===== config.mk =====
export PLATFORM = sky130hd
export DESIGN_NAME = multicycle_ctrl_flat
export DESIGN_NICKNAME = d
export VERILOG_FILES = /design/src/rtl/multicycle_ctrl_pkg.sv /design/src/rtl/multicycle_ctrl_if.sv /design/src/rtl/multicycle_ctrl_branch_eval.sv /design/src/rtl/multicycle_ctrl.sv /design/src/flat_wrapper.sv
export SDC_FILE = /design/constraint.sdc
export NUM_CORES = 1
export LEC_CHECK = 0
export CAP_MARGIN = 20
export CORE_MARGIN = 5
export CORE_UTILIZATION = 45
export DETAILED_ROUTE_END_ITERATION = 10
export PLACE_DENSITY = 0.76
export SLEW_MARGIN = 20
export SYNTH_ARGS = -nofsm -noshare
export SYNTH_HDL_FRONTEND = slang
export SYNTH_HIERARCHICAL = 1
export SYNTH_SLANG_ARGS = --single-unit
export TNS_END_PERCENT = 1

===== constraint.sdc =====
create_clock -name clk -period 2.64 [get_ports clk]
set_input_delay 0.528 -clock clk [delete_from_list [all_inputs] [get_ports clk]]
set_output_delay 0.528 -clock clk [all_outputs]
set_load 0.01 [all_outputs]

===== src/rtl/multicycle_ctrl_pkg.sv =====
// rtl/multicycle_ctrl_pkg.sv - shared opcode, state and PC-select encodings for the multicycle sequencer
package multicycle_ctrl_pkg;

  typedef enum logic [2:0] {
    S_IDLE   = 3'd0,
    S_FETCH  = 3'd1,
    S_DECODE = 3'd2,
    S_EXEC   = 3'd3,
    S_MEM    = 3'd4,
    S_WB     = 3'd5,
    S_TRAP   = 3'd6
  } state_e;

  typedef enum logic [1:0] {
    FORMAT_R = 2'd0,
    FORMAT_I = 2'd1,
    FORMAT_B = 2'd2,
    FORMAT_J = 2'd3
  } format_e;

  localparam logic [4:0] OP_ADD  = 5'h01;
  localparam logic [4:0] OP_AND  = 5'h02;
  localparam logic [4:0] OP_MOV  = 5'h03;
  localparam logic [4:0] OP_LD   = 5'h04;
  localparam logic [4:0] OP_ST   = 5'h05;
  localparam logic [4:0] OP_BR   = 5'h06;
  localparam logic [4:0] OP_JMP  = 5'h07;
  localparam logic [4:0] OP_JSR  = 5'h08;
  localparam logic [4:0] OP_JSRR = 5'h09;

  localparam logic [1:0] PC_SEL_INC  = 2'd0;
  localparam logic [1:0] PC_SEL_REL  = 2'd1;
  localparam logic [1:0] PC_SEL_BASE = 2'd2;

  function automatic logic op_legal(input logic [4:0] op);
    case (op)
      OP_ADD, OP_AND, OP_MOV, OP_LD, OP_ST,
      OP_BR, OP_JMP, OP_JSR, OP_JSRR: return 1'b1;
      default:                        return 1'b0;
    endcase
  endfunction

endpackage


===== src/rtl/multicycle_ctrl_if.sv =====
// rtl/multicycle_ctrl_if.sv - sequencer <-> datapath control and data-memory handshake bundle
interface multicycle_ctrl_if;
  logic [4:0] opcode;
  logic [2:0] br_mask;
  logic [2:0] cc;
  logic       mem_ready;
  logic       ir_ld;
  logic       pc_ld;
  logic [1:0] pc_sel;
  logic       reg_ld;
  logic       link_sel;
  logic       cc_ld;
  logic       mem_req;
  logic       mem_we;

  modport master (
    input  opcode, br_mask, cc, mem_ready,
    output ir_ld, pc_ld, pc_sel, reg_ld, link_sel, cc_ld, mem_req, mem_we
  );

  modport slave (
    output opcode, br_mask, cc, mem_ready,
    input  ir_ld, pc_ld, pc_sel, reg_ld, link_sel, cc_ld, mem_req, mem_we
  );
endinterface


===== src/rtl/multicycle_ctrl_branch_eval.sv =====
// rtl/multicycle_ctrl_branch_eval.sv - BR taken evaluation from n/z/p mask and condition codes
module multicycle_ctrl_branch_eval (
  input  logic [2:0] br_mask,
  input  logic [2:0] cc,
  output logic       taken
);
  assign taken = |(br_mask & cc);
endmodule


===== src/rtl/multicycle_ctrl.sv =====
// rtl/multicycle_ctrl.sv - FETCH/DECODE/EXEC/MEM/WB control sequencer with retire counter and trap
module multicycle_ctrl
  import multicycle_ctrl_pkg::*;
#(
  parameter int MEM_TIMEOUT = 16,
  parameter int CNT_W       = 16
) (
  input  logic                clk,
  input  logic                reset,
  input  logic                lock,
  multicycle_ctrl_if.master   bus,
  output logic                retire,
  output logic                trap,
  output logic [CNT_W-1:0]    instr_count,
  output logic [2:0]          state
);

  localparam int TW = (MEM_TIMEOUT > 1) ? $clog2(MEM_TIMEOUT) : 1;
  localparam logic [TW-1:0] TCNT_MAX = TW'(MEM_TIMEOUT - 1);

  state_e          st_q, st_d;
  logic [4:0]      op_q;
  logic [TW-1:0]   tcnt_q;
  logic            trap_q;
  logic            br_taken;

  multicycle_ctrl_branch_eval u_branch_eval (
    .br_mask (bus.br_mask),
    .cc      (bus.cc),
    .taken   (br_taken)
  );

  // MEM ignores lock so an outstanding request completes (or times out) on its own.
  always_comb begin
    st_d         = st_q;
    bus.ir_ld    = 1'b0;
    bus.pc_ld    = 1'b0;
    bus.pc_sel   = PC_SEL_INC;
    bus.reg_ld   = 1'b0;
    bus.link_sel = 1'b0;
    bus.cc_ld    = 1'b0;
    bus.mem_req  = 1'b0;
    bus.mem_we   = 1'b0;
    retire       = 1'b0;
    case (st_q)
      S_IDLE: begin
        if (lock) st_d = S_FETCH;
      end
      S_FETCH: begin
        if (lock) begin
          bus.ir_ld  = 1'b1;
          bus.pc_ld  = 1'b1;
          bus.pc_sel = PC_SEL_INC;
          st_d       = S_DECODE;
        end
      end
      S_DECODE: begin
        if (lock) st_d = op_legal(bus.opcode) ? S_EXEC : S_TRAP;
      end
      S_EXEC: begin
        if (lock) begin
          case (op_q)
            OP_ADD, OP_AND, OP_MOV: st_d = S_WB;
            OP_LD, OP_ST:           st_d = S_MEM;
            OP_BR: begin
              bus.pc_ld  = br_taken;
              bus.pc_sel = br_taken ? PC_SEL_REL : PC_SEL_INC;
              retire     = 1'b1;
              st_d       = S_FETCH;
            end
            OP_JMP: begin
              bus.pc_ld  = 1'b1;
              bus.pc_sel = PC_SEL_BASE;
              retire     = 1'b1;
              st_d       = S_FETCH;
            end
            OP_JSR, OP_JSRR: begin
              bus.reg_ld   = 1'b1;
              bus.link_sel = 1'b1;
              bus.pc_ld    = 1'b1;
              bus.pc_sel   = (op_q == OP_JSR) ? PC_SEL_REL : PC_SEL_BASE;
              retire       = 1'b1;
              st_d         = S_FETCH;
            end
            default: st_d = S_TRAP;
          endcase
        end
      end
      S_MEM: begin
        bus.mem_req = 1'b1;
        bus.mem_we  = (op_q == OP_ST);
        if (bus.mem_ready) begin
          if (op_q == OP_ST) begin
            retire = 1'b1;
            st_d   = S_FETCH;
          end else begin
            st_d = S_WB;
          end
        end else if (tcnt_q == TCNT_MAX) begin
          st_d = S_TRAP;
        end
      end
      S_WB: begin
        if (lock) begin
          bus.reg_ld = 1'b1;
          bus.cc_ld  = 1'b1;
          retire     = 1'b1;
          st_d       = S_FETCH;
        end
      end
      S_TRAP:  st_d = S_TRAP;
      default: st_d = S_IDLE;
    endcase
  end

  always_ff @(posedge clk) begin
    if (reset) begin
      st_q        <= S_IDLE;
      op_q        <= 5'd0;
      tcnt_q      <= '0;
      trap_q      <= 1'b0;
      instr_count <= '0;
    end else begin
      st_q <= st_d;
      if (st_q == S_DECODE && lock) op_q <= bus.opcode;
      if (st_q == S_EXEC && lock)
        tcnt_q <= '0;
      else if (st_q == S_MEM && !bus.mem_ready)
        tcnt_q <= tcnt_q + 1'b1;
      if (st_d == S_TRAP) trap_q <= 1'b1;
      if (retire) instr_count <= instr_count + 1'b1;
    end
  end

  assign trap  = trap_q;
  assign state = st_q;

endmodule


===== src/flat_wrapper.sv =====
// flat-port wrapper written by rule: the top's interface ports become plain ports
module multicycle_ctrl_flat import multicycle_ctrl_pkg::*;
#(
  parameter int MEM_TIMEOUT = 16,
  parameter int CNT_W       = 16
)
  (clk, reset, lock, retire, trap, instr_count, state, bus_opcode, bus_br_mask, bus_cc, bus_mem_ready, bus_ir_ld, bus_pc_ld, bus_pc_sel, bus_reg_ld, bus_link_sel, bus_cc_ld, bus_mem_req, bus_mem_we);
  multicycle_ctrl_if bus_i ();
  input  logic clk;
  input  logic reset;
  input  logic lock;
  output logic retire;
  output logic trap;
  output logic [CNT_W-1:0] instr_count;
  output logic [2:0] state;
  input wire logic [$bits(bus_i.opcode)-1:0] bus_opcode;
  input wire logic [$bits(bus_i.br_mask)-1:0] bus_br_mask;
  input wire logic [$bits(bus_i.cc)-1:0] bus_cc;
  input wire logic [$bits(bus_i.mem_ready)-1:0] bus_mem_ready;
  output wire logic [$bits(bus_i.ir_ld)-1:0] bus_ir_ld;
  output wire logic [$bits(bus_i.pc_ld)-1:0] bus_pc_ld;
  output wire logic [$bits(bus_i.pc_sel)-1:0] bus_pc_sel;
  output wire logic [$bits(bus_i.reg_ld)-1:0] bus_reg_ld;
  output wire logic [$bits(bus_i.link_sel)-1:0] bus_link_sel;
  output wire logic [$bits(bus_i.cc_ld)-1:0] bus_cc_ld;
  output wire logic [$bits(bus_i.mem_req)-1:0] bus_mem_req;
  output wire logic [$bits(bus_i.mem_we)-1:0] bus_mem_we;
  assign bus_i.opcode = bus_opcode;
  assign bus_i.br_mask = bus_br_mask;
  assign bus_i.cc = bus_cc;
  assign bus_i.mem_ready = bus_mem_ready;
  assign bus_ir_ld = bus_i.ir_ld;
  assign bus_pc_ld = bus_i.pc_ld;
  assign bus_pc_sel = bus_i.pc_sel;
  assign bus_reg_ld = bus_i.reg_ld;
  assign bus_link_sel = bus_i.link_sel;
  assign bus_cc_ld = bus_i.cc_ld;
  assign bus_mem_req = bus_i.mem_req;
  assign bus_mem_we = bus_i.mem_we;
  multicycle_ctrl #(.MEM_TIMEOUT(MEM_TIMEOUT), .CNT_W(CNT_W)) u_core (.clk(clk), .reset(reset), .lock(lock), .bus(bus_i), .retire(retire), .trap(trap), .instr_count(instr_count), .state(state));
endmodule

# --- After elaboration in Yosys (flattened, before gate mapping) ---
# Memories as Yosys holds them, arrays and structs flattened.
# Index checks and enable logic that the tools add are counted.
classes:
  n_addsub: 2
  eq_ne: 17
  mux: 35
  bitwise_logic: 1
  n_reduce_logical: 13
ops:
  columns: ["operator", "count"]
  rows:
  - ["3-bit 2-to-1 mux", 8]
  - ["5-bit by 3-bit == test with 1-bit output, second input constant", 4]
  - ["3-bit one-hot mux with 6 select lines", 1]
  - ["1-bit 2-to-1 mux", 17]
  - ["16-bit by 1-bit adder with 16-bit output, second input constant", 1]
  - ["3-bit == test, second input constant", 4]
  - ["5-bit by 2-bit == test with 1-bit output, second input constant", 2]
  - ["5-bit by 4-bit == test with 1-bit output, second input constant", 2]
  - ["3-bit one-hot mux with 3 select lines", 1]
  - ["3-bit OR reduction", 3]
  - ["2-bit OR reduction", 4]
  - ["3-bit by 2-bit == test with 1-bit output, second input constant", 2]
  - ["2-bit 2-to-1 mux", 3]
  - ["1-bit one-hot mux with 2 select lines", 3]
  - ["2-bit one-hot mux with 3 select lines", 1]
  - ["5-bit by 1-bit == test with 1-bit output, second input constant", 1]
  - ["4-bit by 1-bit adder with 4-bit output, second input constant", 1]
  - ["4-bit == test, second input constant", 1]
  - ["4-bit OR reduction", 1]
  - ["3-bit bitwise AND", 1]
  - ["3-bit by 1-bit == test with 1-bit output, second input constant", 1]
  - ["1-bit logical AND", 3]
  - ["3-bit zero test", 1]
  - ["1-bit one-hot mux with 3 select lines", 1]
  - ["1-bit zero test", 1]
word_totals:
  reg_bits: 29
  rom_bits: 16
  n_memories: 1
mem_list:
  columns: ["memory", "depth", "width", "rd", "rd_ports_with_merged_regs", "write_ports", "line", "source"]
  rows:
  - ["(name not given)", 16, 1, 1, 0, 0, "multicycle_ctrl_pkg.sv:36", "case (op)"]

# --- Logic depth before layout (Yosys ltp) ---
# Gate-level depths: netlist of the first run.
# An unclocked memory read counts as a cell.
logic_depth:
  depth_word: 8
  ltp_mapped: 7

# --- Cells and area by module ---
# The synthesis of the first run kept the hierarchy.
modules_own_cells:
  columns: ["mod", "n_inst", "cells_per_inst", "area_each_um2", "seq_area_each_um2"]
  rows:
  - ["multicycle_ctrl", 1, 193, 1594.0, 580.6]
  - ["multicycle_ctrl_branch_eval", 1, 2, 13.8, 0.0]

# --- Worst setup path after synthesis of the first run ---
# No wires, ideal clock.
synth_path:
  path_kind: "register -> register"
  startpoint: "register u_core.st_q[1] (netlist: u_core/state[1])"
  endpoint: "register u_core.instr_count[11]"
  setup_ps: 123
  arrival_time_ps: 2132
  required_ps: 2517
  path_slack_ps: 384
  path_stages_with_launch: 8
  path_buffers: 2
  path_cell_list: "dfxtp_1 > clkbuf_1 > nor3b_1 > nand4_1 > clkbuf_1 > a31oi_1 > nand4_1 > mux2_1"
synth_between:
  elab_chain_len: 2
  word_cells_on_any_way: 4
  cone_classes: "3 x eq/ne; 1 x mux"
synth_rtl:
  columns: ["item", "line", "source"]
  rows:
  - ["from (decl)", "multicycle_ctrl.sv:21", "state_e st_q, st_d;"]
  - ["from (signal assigned)", "multicycle_ctrl.sv:124", "st_q <= st_d;"]
  - ["3-bit == test or 3-bit by 2-bit == test with 1-bit output (tied branches)", "multicycle_ctrl.sv:45", "case (st_q)"]
  - ["1-bit one-hot mux with 3 select lines *", "multicycle_ctrl.sv:45", null]
  - ["to (signal assigned)", "multicycle_ctrl.sv:131", "if (retire) instr_count <= instr_count + 1'b1;"]
  - ["to (decl)", "multicycle_ctrl.sv:14", "output logic [CNT_W-1:0] instr_count,"]
# Every way passes the cells marked *; elsewhere a longest branch is shown, timed or not.
# A chain may end at the register's enable or synchronous reset.

# --- Worst setup path after layout of the first run ---
layout_path:
  startpoint: "register u_core.op_q[2]"
  endpoint: "output bus_pc_sel[1]"
layout_between:
  elab_chain_len: 5
  word_cells_on_any_way: 9
  cone_classes: "4 x eq/ne; 4 x mux; 1 x reduce/logical"
layout_rtl:
  columns: ["item", "line", "source"]
  rows:
  - ["from (decl)", "multicycle_ctrl.sv:22", "logic [4:0] op_q;"]
  - ["from (signal assigned)", "multicycle_ctrl.sv:125", "if (st_q == S_DECODE && lock) op_q <= bus.opcode;"]
  - ["5-bit by 4-bit == test with 1-bit output (on tied branches)", "multicycle_ctrl.sv:62, multicycle_ctrl.sv:81", null]
  - ["2-bit 2-to-1 mux or 2-bit OR reduction (tied branches)", null, null]
  - ["2-bit one-hot mux with 3 select lines *", "multicycle_ctrl.sv:62", "case (op_q)"]
  - ["2-bit 2-to-1 mux *", "multicycle_ctrl.sv:61", "if (lock) begin"]
  - ["2-bit 2-to-1 mux *", null, null]
  - ["to (decl)", "flat_wrapper.sv:22", "output wire logic [$bits(bus_i.pc_sel)-1:0] bus_pc_sel;"]
# Marked as above.

==> out/metrics.cfg, run 1 <==
[grt]
first_global_vias=1493
grt_max_degree=16
overflow=0
grt_pass1_wl_um=6600
gr-usage-all-layers_pct=16.5
antenna_found_initial=0

[power]
power_leakage_nw=0.881
power_uw=902
p_per_area_mw_per_mm2=396
ir_drop_mv=0.282

[die]
die_w_um=69.8
die_h_um=69.8
pin_count=45
rows=21
core_area_mm2=0.00339
start_util_pct=47.4
dieArea_mm2=0.00487

[final_layout]
nFillCells=277
seqCellArea_um2=581
final_layout_size_suffix_gt1_share_pct=13.6
multi_input_comb_area_um2=941
fin_util_pct=67.2
final_cells=303
nets=274
diodes=0
areaGrowthSynthToFinish_pct=41.6

[synthesis]
ys_types=46
netlist_area_mm2=0.00161
synthArstFlopShare_pct=0
synth_edf_count=0
yosysSeqAreaShare_pct=36.1
synth_area_per_cell_um2=8.25
synth_ff_type=dfxtp_1
yosysWarnings=6
synth_seq_cells=29
syn-instance-count=195
syn_nets=212

[critical_path]
crit_family=simple AND/OR/NAND/NOR gates
path_max_fanout=6
cp_slowest_stage_delay_ns=0.48
cp.arrival_ns=2.07
cp_cell_sequence=or3b_1, a2111o_1, buf_4, nor2_1, clkdlybuf4s15_1
crit_buf_inv=2
end_kind=output pin
required_ns=2.11
crit_type=reg2out
cp_slowest_cell=a2111o_1
start_kind=flip-flop

[clocking]
clk_pin_slew_ns=0.09
cts.sinks=29
h-tree-depth=2
clk_path_buf_depth=2
cts_tree=done
clkLatencyLatePin_ns=0.33
cts_buffers=5
cts-root-buf=clkbuf_4

[timing]
finalCritPeriodShare_pct=98.4
finClkSkew_ns=0.00847
maxSlewViolCount=0
worstMarginPinSlew_ns=0.443
max_freq_ghz=0.385
rsz0062_at_grt=yes
finalSetupTns_ns=0
fin_crit_ns=2.60
slew_headroom_pct=70.4
final-setup-viol-count=0
hold_violations=0

[job]
cap_violations=0

[place]
io_buffer_count=44
dpl.hpwl_um=2990
dp.cells=294
gp_congestion=0.848

[routing]
ant_nets=0
avgRoutedWirePerCell_um=12.9
wirelength_um=3920
drc=0
via_per_inst=5.34
detail_route.first_pass.iterations=4
via_count=1617
drt-initial-drc-count=72

[status]
status=finished, final reports clean

[min_path]
hp-class=reg2reg

==> cell families (layout without fill, tap and decap cells) <==
family / after synthesis / in the layout / synth area share [%]
xor gates and xnor gates: 13 / 13 / 7.08
muxes: 9 / 9 / 5.68
AOI/OAI and AO/OA: 40 / 40 / 18.8
buffers and inverters: 22 / 84 / 5.68
adders and majority gates: 2 / 2 / 1.56
and+or+nand+nor: 80 / 80 / 25.1
DFF: 29 / 29 / 36.1
==> synth_stat cells (3+ instances only) <==
cell | count | area share, %
dfxtp_1 | 29 | 36
a21oi_1 | 6 | 1.9
and3_1 | 6 | 2.3
inv_1 | 12 | 2.8
nor2_1 | 33 | 7.7
a31oi_1 | 6 | 2.3
nand3_1 | 11 | 3.4
nand4_1 | 7 | 2.7
nor3_1 | 3 | 0.93
nand2_1 | 6 | 1.4
clkbuf_1 | 6 | 1.4
xnor2_1 | 11 | 6.0
o21ai_0 | 6 | 1.9
mux2i_1 | 8 | 5.0
a311oi_2 | 3 | 2.8
==> worst min-delay path, stage by stage (launching register included) <==
cell and delay [ns]:
dfxtp_1 0.32, inv_1 0.05, o32ai_1 0.06
==> routing by layer <==
metal	vias to the layer above	share of wire, %	track usage, %
li1	821	-	-
met1	743	50	22.3
met2	46	43	24.3
met3	7	6.1	5.65
met4	0	1.5	5.32
met5	-	0	0
==> per-stage QoR <==
stage	cell area (um^2)	setup WS, ns	hold WS (ns)
5_1_grt	2280	-0.0507	0.488
3_3_place_gp	2200	-0.111	0.450
4_1_cts	2250	-0.164	0.472
3_5_place_dp	2200	-0.175	0.452
2_1_floorplan	1610	0.384	0.478
6_report	2280	0.0421	0.470
==> layout make-up <==
cell class                 count  area share [%]
clock buffer                   7            2.42
inverter                      12            1.98
multi-input combinational    144            41.3
sequential                    29            25.5
tap                           46            2.53
timing repair buffer          65            26.3
==> registers in the layout, summed over array words and instances, names as in the netlist <==
signal / count
u_core/instr_count: 16
u_core/op_q: 5
u_core/tcnt_q: 4
u_core/state: 3
u_core/trap: 1
==> worst paths after layout <==
kind | from | to | slack (ns) | cells past startpoint
max reg2reg | u_core/op_q[2]$_SDFFE_PP0P_ | u_core/instr_count[11]$_SDFFE_PP0P_ | 0.28 | 7
min reg2reg | u_core/trap$_SDFFE_PP0N_ | u_core/trap$_SDFFE_PP0N_ | 0.47 | 2
min | u_core/trap$_SDFFE_PP0N_ | u_core/trap$_SDFFE_PP0N_ | 0.47 | 2
max | u_core/op_q[2]$_SDFFE_PP0P_ | bus_pc_sel[1] | 0.04 | 5
==> repair_timing <==
action,CTS,global route
hold buffers,0,0
endpoints found under the setup margin,6,5
gates resized for setup,5,5
setup buffers,0,2
pin swaps,0,1
==> report_power, final <==
| group | switching [mW] | total, mW | internal (mW) | leakage (nW) |
|---|---|---|---|---|
| Sequential | 0.0191 | 0.468 | 0.449 | 0.234 |
| Combinational | 0.0730 | 0.161 | 0.0876 | 0.615 |
| Clock | 0.148 | 0.274 | 0.126 | 0.0314 |
==> placed cells by master (no fill, tap or decap), types with 5 or more instances in the layout <==
cell type / instances
clkbuf_4: 5
nand4_1: 7
buf_4: 21
o21ai_0: 5
xnor2_1: 11
mux2i_1: 8
nor2_1: 33
inv_1: 12
and3_1: 6
clkdlybuf4s50_1: 37
a31oi_1: 6
nand2_1: 6
dfxtp_1: 29
nand3_1: 10
a21oi_1: 6
No activity file was read; power rests on OpenSTA's default activity.
==> run 2, diff against run 1 <==
--- a/config.mk
+++ b/config.mk
@@ -8,6 +8,7 @@
 export CAP_MARGIN = 20
 export CORE_MARGIN = 5
 export CORE_UTILIZATION = 45
+export CTS_BUF_LIST = sky130_fd_sc_hd__clkbuf_16
 export DETAILED_ROUTE_END_ITERATION = 10
 export PLACE_DENSITY = 0.76
 export SLEW_MARGIN = 20
==> run 2 against run 1 <==
  * Setup slack improved by 0.036 ns
  * Critical path type is now in2out
  * Clock power rose by 85%
  * Sequential power barely moved
  * Final area rose by 3.1%
  * Clock skew fell by 0.0030 ns
==> out/metrics.cfg, run 2 (synthesis gave the netlist of run 1 again) <==
[status]
status=finished, final reports clean

[routing]
drc=0
via_per_inst=5.30
detail_route.first_pass.iterations=5
via_count=1606
wirelength_um=4000
avgRoutedWirePerCell_um=13.2
drt-initial-drc-count=50
ant_nets=0

[critical_path]
cp.arrival_ns=2.03
cp_cell_sequence=clkdlybuf4s50_1, a222oi_1, inv_1, nor2_1, o21ai_0, a31o_2, dlygate4sd2_1
end_kind=output pin
crit_type=in2out
start_kind=primary input
crit_buf_inv=3
cp_slowest_cell=clkdlybuf4s50_1
cp_slowest_stage_delay_ns=0.39
required_ns=2.11
crit_family=buffers and inverters
path_max_fanout=2

[grt]
overflow=0
grt_pass1_wl_um=6730
first_global_vias=1505
grt_max_degree=16
antenna_found_initial=0
gr-usage-all-layers_pct=16.9

[place]
dpl.hpwl_um=2990
gp_congestion=0.848
dp_slack_ns=-0.175
io_buffer_count=44

[clocking]
cts_tree=done
cts-root-buf=clkbuf_16
cts.sinks=29
cts_buffers=5
clk_path_buf_depth=2
clkLatencyLatePin_ns=0.27
clk_pin_slew_ns=0.04
ctsHoldBuffers=0
h-tree-depth=2

[power]
power_leakage_nw=0.914
p_per_area_mw_per_mm2=485
ir_drop_mv=0.395

[min_path]
hp-class=reg2reg

[final_layout]
final_common_cell=clkdlybuf4s50_1
areaGrowthSynthToFinish_pct=46.1
largest_reg_flops=16
diodes=0
final_layout_size_suffix_gt1_share_pct=12.8
nFillCells=275
largest_registers=u_core/instr_count x16, u_core/op_q x5, u_core/tcnt_q x4
largest_register=u_core/instr_count
final_cell_mix=clkdlybuf4s50_1, nor2_1, dfxtp_1
nets=274

[timing]
hold_violations=0
finClkSkew_ns=0.00548
rsz0062_at_grt=yes
maxSlewViolCount=0
setup_slack_ns=0.0783
finalCritPeriodShare_pct=97.0
final-setup-viol-count=0
worstMarginPinSlew_ns=0.463
max_freq_ghz=0.390
holdWs_ns=0.463
slew_headroom_pct=69.1
fin_crit_ns=2.56

[die]
rows=21
start_util_pct=47.4
die_w_um=69.8
pin_count=45
die_h_um=69.8
dieArea_mm2=0.00487
core_area_mm2=0.00339

[job]
cap_violations=0

## run 2: cell count changes in the layout (fill, tap and decap cells not counted), sizes merged
| cell | before | now |
|---|---|---|
| clkbuf | 7 | 5 |
| clkdlybuf4s15 | 1 | 0 |
| clkinv | 0 | 1 |
| dlygate4sd2 | 4 | 5 |
| inv | 12 | 13 |
## run 2: final timing paths
path                                from                                   to  slack [ns]  depth (start not counted)
max                       bus_br_mask[0]                            bus_pc_ld        0.08                          7
min             u_core/trap$_SDFFE_PP0N_             u_core/trap$_SDFFE_PP0N_        0.46                          2
max reg2reg  u_core/op_q[2]$_SDFFE_PP0P_  u_core/instr_count[11]$_SDFFE_PP0P_        0.35                          7
min reg2reg     u_core/trap$_SDFFE_PP0N_             u_core/trap$_SDFFE_PP0N_        0.46                          2
## run 2: where the power goes
part,switching (mW),leakage [nW],internal [mW]
Sequential,0.0184,0.234,0.451
Combinational,0.0733,0.611,0.0877
Clock,0.174,0.0685,0.334
Total,0.265,0.914,0.873
## run 2: final cells by class
cell class                      instances  area (um^2)  share of cell area (%)
Timing Repair Buffer                   65          597                    25.4
Sequential cell                        29          581                    24.7
Tap cell                               46         57.6                    2.45
Multi-Input combinational cell        144          936                    39.9
Clock inverter                          2         7.51                   0.320
Inverter                               12         45.0                    1.92
Clock buffer                            5          125                    5.33
## run 2: worst min-delay path: stages, from the launching register on
cell and delay [ns]:
dfxtp_1 0.30, inv_1 0.05, o32ai_1 0.06
## run 2: repair_timing
item | in CTS | in global routing
setup buffers | 0 | 2
pin swaps | 0 | 1
gates resized for setup | 5 | 2
endpoints found under the setup margin | 6 | 5
## run 2: routing by layer
metal	up-vias	global-route usage, %	wire length [um]
li1	825	-	-
met5	-	0	0
met3	8	5.36	256
met4	0	7.45	69
met2	44	24.8	1730
met1	729	22.6	1940
## run 2: per-stage QoR
step | power [mW] | util, % | TNS [ns] | instances | cell area, um^2
after global placement | 0.638 | 65.0 | -0.479 | 294 | 2200
after floorplan | 0.554 | - | 0 | 195 | 1610
after detailed placement | 0.638 | 65.0 | -0.760 | 294 | 2200
after CTS | 1.15 | 68.7 | -0.153 | 301 | 2330
after global routing | 1.18 | 69.3 | -0.0506 | 303 | 2350
final | 1.14 | 69.3 | 0 | 303 | 2350
==> run 3, diff against run 2 <==
--- a/config.mk
+++ b/config.mk
@@ -6,7 +6,7 @@
 export NUM_CORES = 1
 export LEC_CHECK = 0
 export CAP_MARGIN = 20
-export CORE_MARGIN = 5
+export CORE_MARGIN = 2
 export CORE_UTILIZATION = 45
 export CTS_BUF_LIST = sky130_fd_sc_hd__clkbuf_16
 export DETAILED_ROUTE_END_ITERATION = 10
@@ -14,6 +14,5 @@
 export SLEW_MARGIN = 20
 export SYNTH_ARGS = -nofsm -noshare
 export SYNTH_HDL_FRONTEND = slang
-export SYNTH_HIERARCHICAL = 1
 export SYNTH_SLANG_ARGS = --single-unit
 export TNS_END_PERCENT = 1
==> run 3 against run 2 <==
  * Via count is 3.1% higher
  * Cell count is 0.99% lower
  * Critical path depth is 1 lower
  * Flip-flop and latch count stayed put
  * Hold slack better by 0.023 ns
  * Core utilization is 0.090 points higher
  * Combinational power is 14% lower
  * Highest routed layer unchanged
==> out/metrics.cfg, run 3 <==
[routing]
via_per_inst=5.52
via_count=1655
drc=0
ant_nets=0
met3_length_um=210
drt-initial-drc-count=91
drt-met1-wl_um=1850
avgRoutedWirePerCell_um=13.6
met2_length_um=1970
wirelength_um=4070
detail_route.first_pass.iterations=4
top_layer_used=met4

[power]
ir_drop_mv=0.381
seqPwrFrac_pct=37.7
pwr-share-comb_pct=11.3
p_per_area_mw_per_mm2=513
power_leakage_nw=0.879
p_sw_share_pct=21.2
p_int_uw=957
power_mw=1.22
p_clk_share_pct=51.0
p_sw_uw=258

[clocking]
clkLatencyLatePin_ns=0.27
clk_path_buf_depth=2
cts.sinks=29
h-tree-depth=2
post-cts-setup-buffer-count=0
cts-root-buf=clkbuf_16
clk_pin_slew_ns=0.05
cts_tree=done
cts_buffers=5
ctsHoldBuffers=0

[job]
cap_violations=0

[critical_path]
path_max_fanout=3
end_kind=output pin
rr_startpoint=u_core.op_q[1]$_SDFFE_PP0P_
start_kind=primary input
critPathLaunch=lock
required_ns=2.11
crit_type=in2out
cp.arrival_ns=2.00

[final_layout]
final_layout_size_suffix_gt1_share_pct=12.6
final_cell_mix=clkdlybuf4s50_1, nor2_1, dfxtp_1
areaGrowthSynthToFinish_pct=45.0
largest_register=u_core.instr_count
diodes=0
multi_input_comb_area_um2=948
largest_registers=u_core.instr_count x16, u_core.op_q x5, u_core.tcnt_q x4
final_common_cell=clkdlybuf4s50_1
seqCellArea_um2=581
nFillCells=274
nets=270
largest_reg_flops=16

[timing]
maxSlewViolCount=0
slew_headroom_pct=74.3
final-setup-viol-count=0
max_freq_ghz=0.396
hold_violations=0
rsz0062_at_grt=yes
setup_slack_ns=0.112
worstMarginPinSlew_ns=0.385
finClkSkew_ns=0.00268
finalCritPeriodShare_pct=95.8
fin_crit_ns=2.53

[die]
die_h_um=64.3
rows=21
core_area_mm2=0.00342
start_util_pct=47.8
die_w_um=64.3
dieArea_mm2=0.00413
pin_count=45

[synthesis]
netlist_area_mm2=0.00163
syn_nets=212
synthTopCellsByArea=dfxtp_1, nor2_1, mux2i_1, xnor2_1, a311oi_1
synth_ff_type=dfxtp_1
synth_seq_cells=29
synth_area_per_cell_um2=8.38
yosysSeqAreaShare_pct=35.5
netlist_top_cells_count=dfxtp_1, nor2_1, xnor2_1
synthArstFlopShare_pct=0
yosysWarnings=0
synth_edf_count=0
yosysTopAreaCell=dfxtp_1
ys_types=46
syn-instance-count=195
yosys.area.top_type_share_pct=35.5

[place]
gp_congestion=0.791
dp_slack_ns=-0.201
dpl.hpwl_um=2910
io_buffer_count=44

[grt]
gr-usage-all-layers_pct=20.9
grt_max_degree=26
antenna_found_initial=0
grt_pass1_wl_um=6880
first_global_vias=1548
overflow=0

[min_path]
hp-class=reg2reg
hold_start=u_core.trap$_SDFFE_PP0N_

[status]
status=finished, final reports clean

==> run 3: cell count changes after synthesis, moves of 4 or more <==
cell | before | now
and3_1 | 6 | 1
or4_1 | 0 | 5
nand3_1 | 11 | 7
nand4b_1 | 0 | 4
nor2_1 | 33 | 29
o31ai_1 | 1 | 5
==> run 3: repair_timing <==
item / 4_1_cts / 5_1_grt
endpoints found under the setup margin: 5 / 3
pin swaps: 3 / 2
gates resized for setup: 6 / 3
==> run 3: layer usage <==
| layer | track usage [%] | up-vias |
|---|---|---|
| li1 | - | 835 |
| met1 | 25.9 | 768 |
| met3 | 4.93 | 6 |
| met4 | 7.18 | 0 |
| met2 | 35.5 | 46 |
| met5 | 0 | - |
==> run 3: worst max-delay path: stages <==
cell and delay [ns]:
clkdlybuf4s50_1 0.48, nand2_1 0.08, a2111o_1 0.41, and3_4 0.19, inv_2 0.05, dlygate4sd2_1 0.26
==> run 3: cell families (layout without fill, tap and decap cells) <==
| family | after synthesis | after routing | synth area share (%) |
|---|---|---|---|
| compound gates | 41 | 41 | 18.1 |
| xor+xnor | 12 | 12 | 6.43 |
| simple gates | 79 | 79 | 26.2 |
| flops | 29 | 29 | 35.5 |
| mux | 9 | 9 | 5.51 |
| fa+ha+maj | 2 | 2 | 1.53 |
| buf+inv | 23 | 82 | 6.74 |
==> run 3: area by class of cell <==
cell class              count  share of cell area [%]
flip-flops and latches     29                    24.5
repair buffers             64                    24.6
inverters                  10                    1.58
clock buffers               5                    5.28
well taps                  46                    2.43
clock inverters             3                    1.58
multi-input cells         143                    40.0
==> run 3: path summary, 6_finish.rpt <==
path,to,slack [ns],cells after the start
worst max-delay path,retire,0.11,6
worst min-delay path,u_core.trap$_SDFFE_PP0N_,0.49,2
worst max register to register,u_core.instr_count[14]$_SDFFE_PP0P_,0.35,6
worst min register to register,u_core.trap$_SDFFE_PP0N_,0.49,2
==> run 3: through the flow <==
stage / utilization [%] / cells / setup TNS, ns / instance area, um^2 / hold WS (ns)
6_report: 69.4 / 300 / 0 / 2370 / 0.485
2_1_floorplan: - / 195 / 0 / 1630 / 0.480
5_1_grt: 69.4 / 300 / -0.0192 / 2370 / 0.521
4_1_cts: 69.3 / 300 / 0 / 2370 / 0.494
3_3_place_gp: 64.7 / 292 / -0.431 / 2210 / 0.467
3_5_place_dp: 64.7 / 292 / -0.470 / 2210 / 0.483
==> run 3: power groups by stage <==
stage | sequential (mW) | combinational (mW) | clock (mW)
after global placement | 0.466 | 0.136 | 0
after detailed placement | 0.466 | 0.136 | 0
after global routing | 0.459 | 0.150 | 0.647
final | 0.458 | 0.138 | 0.620
after floorplan | 0.465 | 0.0681 | 0
after CTS | 0.457 | 0.137 | 0.631
